### config.mk
export PLATFORM = sky130hd
export DESIGN_NAME = interrupt_sequencer
export DESIGN_NICKNAME = d
export VERILOG_FILES = /design/src/rtl/interrupt_sequencer.sv
export SDC_FILE = /design/constraint.sdc
export NUM_CORES = 1
export LEC_CHECK = 0
export ABC_AREA = 1
export CORE_MARGIN = 5
export CORE_UTILIZATION = 46
export DETAILED_ROUTE_END_ITERATION = 10
export PLACE_DENSITY_LB_ADDON = 0.05
export REMOVE_ABC_BUFFERS = 1
export SLEW_MARGIN = 5
export SYNTH_ARGS = -nofsm -noshare
export SYNTH_HDL_FRONTEND = slang
export SYNTH_SLANG_ARGS = --single-unit
### constraint.sdc
create_clock -name clk -period 1.8 [get_ports clk]
set_input_delay 0.54 -clock clk [delete_from_list [all_inputs] [get_ports clk]]
set_output_delay 0.54 -clock clk [all_outputs]
set_load 0.005 [all_outputs]
### src/rtl/interrupt_sequencer.sv
// interrupt_sequencer: stalls fetch, drains the pipe, pushes PC/flags, loads the ISR vector
module interrupt_sequencer #(
  parameter int          DRAIN_CYCLES = 3,
  parameter logic [31:0] VECTOR_ADDR  = 32'h0000_0000
) (
  input  logic        clk,
  input  logic        reset,
  input  logic        interrupt_signal,
  input  logic [31:0] pc_in,
  input  logic [3:0]  flags_in,
  input  logic        mem_ready,
  output logic        stall_fetch,
  output logic        inject_valid,
  output logic        mem_push,
  output logic        mem_read,
  output logic [15:0] push_data,
  output logic [31:0] mem_addr,
  output logic        pc_choose_memory,
  output logic        pc_load,
  output logic        int_ack,
  output logic        busy
);
  typedef enum logic [2:0] {IDLE, DRAIN, PUSH_HI, PUSH_LO, PUSH_FL, LOAD_VEC, RESUME} state_t;
  state_t      r_state, w_next;
  logic        r_prev, r_pending;
  logic [3:0]  r_cnt, r_flags;
  logic [31:0] r_ret_pc;
  logic        w_edge, w_start;
  assign w_edge  = interrupt_signal & ~r_prev;
  assign w_start = (r_state == IDLE) && r_pending;
  assign pc_load = (r_state == LOAD_VEC) && mem_ready;
  always_comb begin
    w_next = r_state;
    case (r_state)
      IDLE:     w_next = r_pending ? DRAIN : IDLE;
      DRAIN:    w_next = (r_cnt == 4'd0) ? PUSH_HI : DRAIN;
      PUSH_HI:  w_next = mem_ready ? PUSH_LO : PUSH_HI;
      PUSH_LO:  w_next = mem_ready ? PUSH_FL : PUSH_LO;
      PUSH_FL:  w_next = mem_ready ? LOAD_VEC : PUSH_FL;
      LOAD_VEC: w_next = mem_ready ? RESUME : LOAD_VEC;
      RESUME:   w_next = IDLE;
      default:  w_next = IDLE;
    endcase
  end
  // Outputs are registered from the next state, so they track the state register exactly.
  always_ff @(posedge clk or negedge reset) begin
    if (!reset) begin
      r_state          <= IDLE;
      r_prev           <= 1'b0;
      r_pending        <= 1'b0;
      r_cnt            <= 4'd0;
      r_flags          <= 4'd0;
      r_ret_pc         <= 32'd0;
      stall_fetch      <= 1'b0;
      inject_valid     <= 1'b0;
      mem_push         <= 1'b0;
      mem_read         <= 1'b0;
      push_data        <= 16'd0;
      mem_addr         <= 32'd0;
      pc_choose_memory <= 1'b0;
      int_ack          <= 1'b0;
      busy             <= 1'b0;
    end else begin
      r_state   <= w_next;
      r_prev    <= interrupt_signal;
      r_pending <= w_edge | (r_pending & ~w_start);
      if (w_start) begin
        r_cnt    <= 4'(DRAIN_CYCLES - 1);
        r_ret_pc <= pc_in;
        r_flags  <= flags_in;
      end else if (r_state == DRAIN && r_cnt != 4'd0) begin
        r_cnt <= r_cnt - 4'd1;
      end
      stall_fetch      <= w_next inside {DRAIN, PUSH_HI, PUSH_LO, PUSH_FL, LOAD_VEC};
      inject_valid     <= w_next inside {PUSH_HI, PUSH_LO, PUSH_FL, LOAD_VEC};
      mem_push         <= w_next inside {PUSH_HI, PUSH_LO, PUSH_FL};
      mem_read         <= w_next == LOAD_VEC;
      pc_choose_memory <= w_next == LOAD_VEC;
      mem_addr         <= (w_next == LOAD_VEC) ? VECTOR_ADDR : 32'd0;
      push_data        <= (w_next == PUSH_HI) ? r_ret_pc[31:16] :
                          (w_next == PUSH_LO) ? r_ret_pc[15:0] :
                          (w_next == PUSH_FL) ? {12'd0, r_flags} : 16'd0;
      int_ack          <= w_next == RESUME;
      busy             <= w_next != IDLE;
    end
  end
endmodule

-- Word-level counts from Yosys, hierarchy flattened
Cells that the tools add are included.
Widths: inputs -> output; s select.
- word-level logic and storage cells: 53
- flip-flop bits (word level): 67
- bits of input ports: 40
- output and inout bits: 56
- muxes and demuxes: 12
- add/sub/neg operators: 1
- reductions and logical operators: 11
- equal/unequal tests: 11
- bitwise operators: 5
- operators by type and width (operator ; count):
    $mux 16 ; 2
    $pmux 3 s6 ; 1
    $eq 3x3->1 const B ; 5
    $eq 3x2->1 const B ; 4
    $mux 4 ; 3
    $reduce_bool 4->1 ; 2
    $eq 3x1->1 const B ; 2
    $reduce_bool 3->1 ; 2
    $reduce_bool 5->1 ; 1
    $logic_not 4->1 ; 1
    $mux 2 ; 2
    $sub 4x1->4 const B ; 1
    $logic_and 1x1->1 ; 3
    $logic_not 3->1 ; 1
    $mux 1 ; 3
    $mux 3 ; 1
    $and 1x1->1 ; 2
    $not 1->1 ; 2
    $reduce_bool 2->1 ; 1
    $or 1x1->1 ; 1

-- Depth between registers and ports, before layout
Gate-level depths: netlist of the first run.
- word-level depth: 7
- mapped depth: 10
- mapped depth without buffers: 10

-- Least setup slack after synthesis of the first run
No wires, ideal clock.
- path kind: flip-flop to flip-flop
- start point: register r_cnt[0]
- end point: register stall_fetch
- library setup time: 117 ps
- data arrival time: 1335 ps
- path buffers: 1
- data required time: 1683 ps
- slack: 348 ps
- clock period less this slack: 1452 ps
- cell stages (with the launch flop): 11
- cell sequence: dfrtp_1 -> inv_1 -> ha_1 -> nand3_1 -> nand2_1 -> nand2_2 -> nor2_2 -> buf_4 -> inv_1 -> nand2_1 -> nand2_1
- word-level cells in the longest chain between the ends: 5
- elaborated cells between the ends (all ways): 9
- those cells by class: 5 x eq/ne; 2 x mux; 2 x reduce/logical
- ends and longest elaborated chain (element ; RTL line ; RTL):
    from (decl) ; 26 ; logic [3:0] r_cnt, r_flags;
    from (signal assigned) ; 68 ; r_cnt <= 4'(DRAIN_CYCLES - 1);
    from (signal assigned) ; 72 ; r_cnt <= r_cnt - 4'd1;
    $logic_not 4->1 * ; 36 ; DRAIN: w_next = (r_cnt == 4'd0) ? PUSH_HI : DRAIN;
    $mux 2 * ; 36 ;
    $pmux 3 s6 * ; 34 ; case (r_state)
    named net w_next[0] ; 24 ; state_t r_state, w_next;
    $eq 3x1->1, or another cell as far along ; 74 ; stall_fetch <= w_next inside {DRAIN, PUSH_HI, PUSH_LO, PUSH_FL, LOAD_VEC};
    $reduce_bool 5->1 * ; 74 ;
    to (signal assigned) ; 74 ;
    to (decl) ; 12 ; output logic stall_fetch,
Mark *: on every way through the listed nets, which the timed path passes. The rest lies on a longest branch.
A chain may end at the register's enable or synchronous reset.

-- Final worst setup path of the first run
- start point: register push_data[2]
- end point: output port push_data[2]
- RTL lines (element ; RTL line ; RTL):
    from (decl) ; 16 ; output logic [15:0] push_data,
    from (signal assigned) ; 80 ; push_data <= (w_next == PUSH_HI) ? r_ret_pc[31:16] :
No word-level cell between the ends.

==> impl_table.tex, run 1 <==
\begin{tabular}{lr}
\hline
Metric & Value \\
\hline
\multicolumn{2}{l}{\textbf{Clock tree}} \\
Clock network latency to the later pin of the worst-skew pair & 330 ps \\
Clock Sinks & 67 \\
CTS clock-pin slew for the worst setup and hold paths & $\sim$70 ps \\
H-tree levels & 3 \\
Number of buffers inserted during clock tree synthesis & 9 \\
TritonCTS clock tree & done \\
Hold-fix buffers, CTS & 0 \\
Number of buffers on the longest clock path & 2 \\
Clock root buffer master & sky130\_fd\_sc\_hd\_\_clkbuf\_8 \\
\multicolumn{2}{l}{\textbf{STA}} \\
Worst clock skew & between 7 and 8 ps \\
Setup repair after global routing missed its margin & false \\
Tcrit/Tclk final & 0.959 \\
Max Transition Viols Final & 0 \\
Number of failing setup endpoints in the final timing report & 0 \\
Peak Freq & between 0.5 and 0.6 GHz \\
Count of final hold-check violations & 0 \\
Smallest hold slack & 218 ps \\
Total negative setup slack & 0 ps \\
Post-layout minimum cycle time & approximately 1700 ps \\
\multicolumn{2}{l}{\textbf{GRT}} \\
Met1 routing resource usage after global routing & 0.194 \\
First-pass GRT wire length & 10.8 mm \\
Vias in the first global route & $\sim$2400 \\
Number of antenna violations at the first check in global routing & 0 \\
Routing layer with the top usage in global route & met2 \\
Total routing usage reported by global routing & 0.160 \\
Met2 track demand over resource & 0.268 \\
Grt total ovfl & 0 \\
Pin count of the biggest net entering global routing & $\sim$70 \\
Met3 Usage GRT & 0.0425 \\
\multicolumn{2}{l}{\textbf{Hold path}} \\
HP Class & in -> async \\
\multicolumn{2}{l}{\textbf{Drt}} \\
Vias post-DR & 2288 \\
Number of iterations in the first detailed-routing pass & 5 \\
Post-Route WL & approximately 6 mm \\
Wire length per cell after detailed routing & 12.4 um \\
Via density per instance & between 4 and 5 \\
Final routed DRC violation total & 0 \\
ANT nets after route & 0 \\
Number of DRC markers after the initial detailed-route iteration & slightly above 80 \\
\multicolumn{2}{l}{\textbf{Synthesis}} \\
Fraction of synthesized cell area in xor and xnor cells & 0 \\
Top FF cell, synth & sky130\_fd\_sc\_hd\_\_dfrtp\_1 \\
Simple-gate share of the synthesized area & 0.221 \\
Mux share of post-synthesis cell area & 0 \\
Sequential fraction of the synthesis area & 0.558 \\
Synth Instances & around 330 \\
Post-synthesis instance area & around 0.003 mm2 \\
Yosys warnings & 0 \\
Post-synthesis cell type count & 23 \\
Number of flip-flops and latches in the synthesized netlist & 67 \\
Dominant combinational cell family by area after synthesis & simple AND/OR/NAND/NOR gates \\
Share of async-settable or async-resettable flops after synthesis & 1.00 \\
Fraction of the mapped netlist area in compound gates & 0.0741 \\
Number of flops mapped to enable cells by yosys & 0 \\
Fraction of the mapped netlist area in adder cells & 0.00416 \\
Post-synthesis area per instance & 8.99 um2 \\
\multicolumn{2}{l}{\textbf{Worst setup path}} \\
Path type of the worst setup path & reg -> out \\
Critical Path AT & around 1200 ps \\
Required time of the worst setup path & approximately 1300 ps \\
Worst reg2reg path endpoint & inject\_valid\$\_DFF\_PN0\_ \\
CP bufs+invs & 1 \\
Crit-path max FO & 1 \\
Reg-to-reg critical path startpoint & r\_cnt[0]\$\_DFFE\_PN0P\_ \\
Element type at the critical path end & output pin \\
Depth of the worst register-to-register path & 11 \\
Cell with the largest stage delay on the worst path & sky130\_fd\_sc\_hd\_\_clkdlybuf4s50\_1 \\
Max stage delay on crit path & approximately 520 ps \\
Ordered list of cells on the worst path & clkdlybuf4s50\_1 \\
Dominant delay contributor by cell family on the critical path & buffers and inverters \\
Critical Path Start Type & flop \\
R2R Setup Slk & 140 ps \\
\multicolumn{2}{l}{\textbf{Power and ir drop}} \\
Reported leakage power & between 1.5 and 2 nW \\
Peak supply drop & slightly above 800 uV \\
Tot Pwr & roughly 0.0065 W \\
Relative contribution of the clock network to total power & 0.188 \\
Int Pwr & between 0.004 and 0.005 W \\
Total power density per cell area & 1640 mW/mm2 \\
Switching part of the total power & 0.369 \\
Logic pwr share & 0.433 \\
Sequential power share & 0.379 \\
P\_sw & $\sim$0.0024 W \\
\multicolumn{2}{l}{\textbf{Finish}} \\
Fin area & approximately 0.0039 mm2 \\
Number of diodes added for antenna fixing & 0 \\
FILL cells & between 500 and 600 \\
Area Overhead vs Synth & 30.8\% \\
Most frequent standard cell in the layout excluding fill and tap cells & sky130\_fd\_sc\_hd\_\_nand2\_1 \\
Fraction of final layout cells sized beyond drive strength 1 & 0.155 \\
Final-stage net count & roughly 460 \\
Highest-count cells in the layout ignoring fill and taps & 121 x sky130\_fd\_sc\_hd\_\_nand2\_1, 67 x sky130\_fd\_sc\_hd\_\_dfrtp\_1, 60 x sky130\_fd\_sc\_hd\_\_clkdlybuf4s50\_1, 32 x sky130\_fd\_sc\_hd\_\_conb\_1, 23 x sky130\_fd\_sc\_hd\_\_inv\_1 \\
Final std cells w/o fill & 497 \\
\multicolumn{2}{l}{\textbf{Job}} \\
Max-capacitance violation count & 0 \\
\multicolumn{2}{l}{\textbf{Die}} \\
Die height & approximately 90 um \\
Initial core utilization & 0.473 \\
Core outline area & 0.00635 mm2 \\
Num ports & 96 \\
Die Span X & 90.8 um \\
Total Die Area & $\sim$0.0082 mm2 \\
Row count & 29 \\
\multicolumn{2}{l}{\textbf{Placement}} \\
Final HPWL DP & between 4 and 5 mm \\
Number of buffers added on ports & 63 \\
RD Place Congestion & just under 0.9 \\
Placed Instances & between 400 and 500 \\
DP Area & roughly 0.0037 mm2 \\
\multicolumn{2}{l}{\textbf{Outcome}} \\
Status & complete, no violations \\
\hline
\end{tabular}
-- worst max path at each step --
stage	from	to	slack [ps]	depth (start not counted)
after floorplan	r_state[2]$_DFF_PN0_	push_data[15]$_DFF_PN0_	-360	6
after global placement	mem_ready	pc_load	-430	4
after detailed placement	mem_ready	pc_load	-450	4
after CTS	r_cnt[0]$_DFFE_PN0P_	push_data[4]$_DFF_PN0_	40	9
after global routing	r_cnt[0]$_DFFE_PN0P_	inject_valid$_DFF_PN0_	5	11
final	push_data[2]$_DFF_PN0_	push_data[2]	70	1
-- registers in the layout, indices dropped and copies added (netlist names), 3 cells and up --
name,flops
push_data,16
r_flags,4
r_ret_pc,32
r_state,3
r_cnt,4
-- routing by layer --
metal  up-vias  wire length, um  share of wire
met5         -                0              0
met4         0               98          0.016
met3         8              454          0.074
met2        71             2960           0.48
met1      1071             2640           0.43
li1       1138                -              -
-- through the flow --
stage | setup WS [ps] | util
finish | 73.7 | 0.619
global route | 5.31 | 0.619
CTS | 37.6 | 0.616
detailed placement | -450 | 0.584
global placement | -428 | 0.584
floorplan | -357 | -
-- final cells by class --
cell class / count / area [um2] / share of cell area
Sequential cell: 67 / 1680 / 0.427
Multi-Input combinational cell: 225 / 1030 / 0.263
Timing Repair Buffer: 83 / 820 / 0.209
Clock buffer: 11 / 141 / 0.0360
Inverter: 29 / 109 / 0.0277
Tap cell: 77 / 96.3 / 0.0245
Clock inverter: 5 / 52.6 / 0.0134
-- power groups by stage --
stage	sequential, W	clock (W)	combinational [W]
floorplan	0.00244	0	0.00150
global placement	0.00246	0	0.00271
detailed placement	0.00247	0	0.00278
CTS	0.00245	0.00125	0.00280
global route	0.00252	0.00131	0.00321
finish	0.00245	0.00122	0.00279
-- cells in the mapped netlist, types with 2 or more instances --
cell | instances | area [um2]
sky130_fd_sc_hd__inv_2 | 6 | 22.5
sky130_fd_sc_hd__nor2_1 | 5 | 18.8
sky130_fd_sc_hd__nand2_1 | 122 | 458
sky130_fd_sc_hd__clkbuf_1 | 2 | 7.51
sky130_fd_sc_hd__inv_1 | 23 | 86.3
sky130_fd_sc_hd__nand3_2 | 2 | 20.0
sky130_fd_sc_hd__nor3_1 | 2 | 10.0
sky130_fd_sc_hd__o21ai_2 | 13 | 114
sky130_fd_sc_hd__nand3_1 | 14 | 70.1
sky130_fd_sc_hd__nor2_2 | 2 | 12.5
sky130_fd_sc_hd__buf_4 | 37 | 278
sky130_fd_sc_hd__o21ai_0 | 18 | 90.1
sky130_fd_sc_hd__buf_2 | 4 | 20.0
sky130_fd_sc_hd__dfrtp_1 | 67 | 1680
sky130_fd_sc_hd__nand4_1 | 9 | 56.3
-- cells by family (layout without fill, tap and decap cells) --
logic type | Yosys count | count (layout)
flops | 67 | 67
other cells | 1 | 32
compound gates | 34 | 34
buf+inv | 73 | 128
fa+ha+maj | 1 | 1
simple gates | 158 | 158
-- what timing repair did --
action,4_1_cts,5_1_grt
resized for setup,5,5
endpoints found under the setup margin,1,10
pin swaps,1,0
cloned,0,0
buffers inserted,2,0
No activity file was read; power rests on OpenSTA's default activity.
==> run 2: changes to the inputs <==
GPL_TIMING_DRIVEN = 1   (was unset)
==> results of run 2 <==
No change in the layout: final DEF, timing and power equal those of run 1.
==> run 3: changes to the inputs <==
CAP_MARGIN = 20   (was unset)
==> results of run 3 <==
No change in the layout: final DEF, timing and power equal those of run 1.
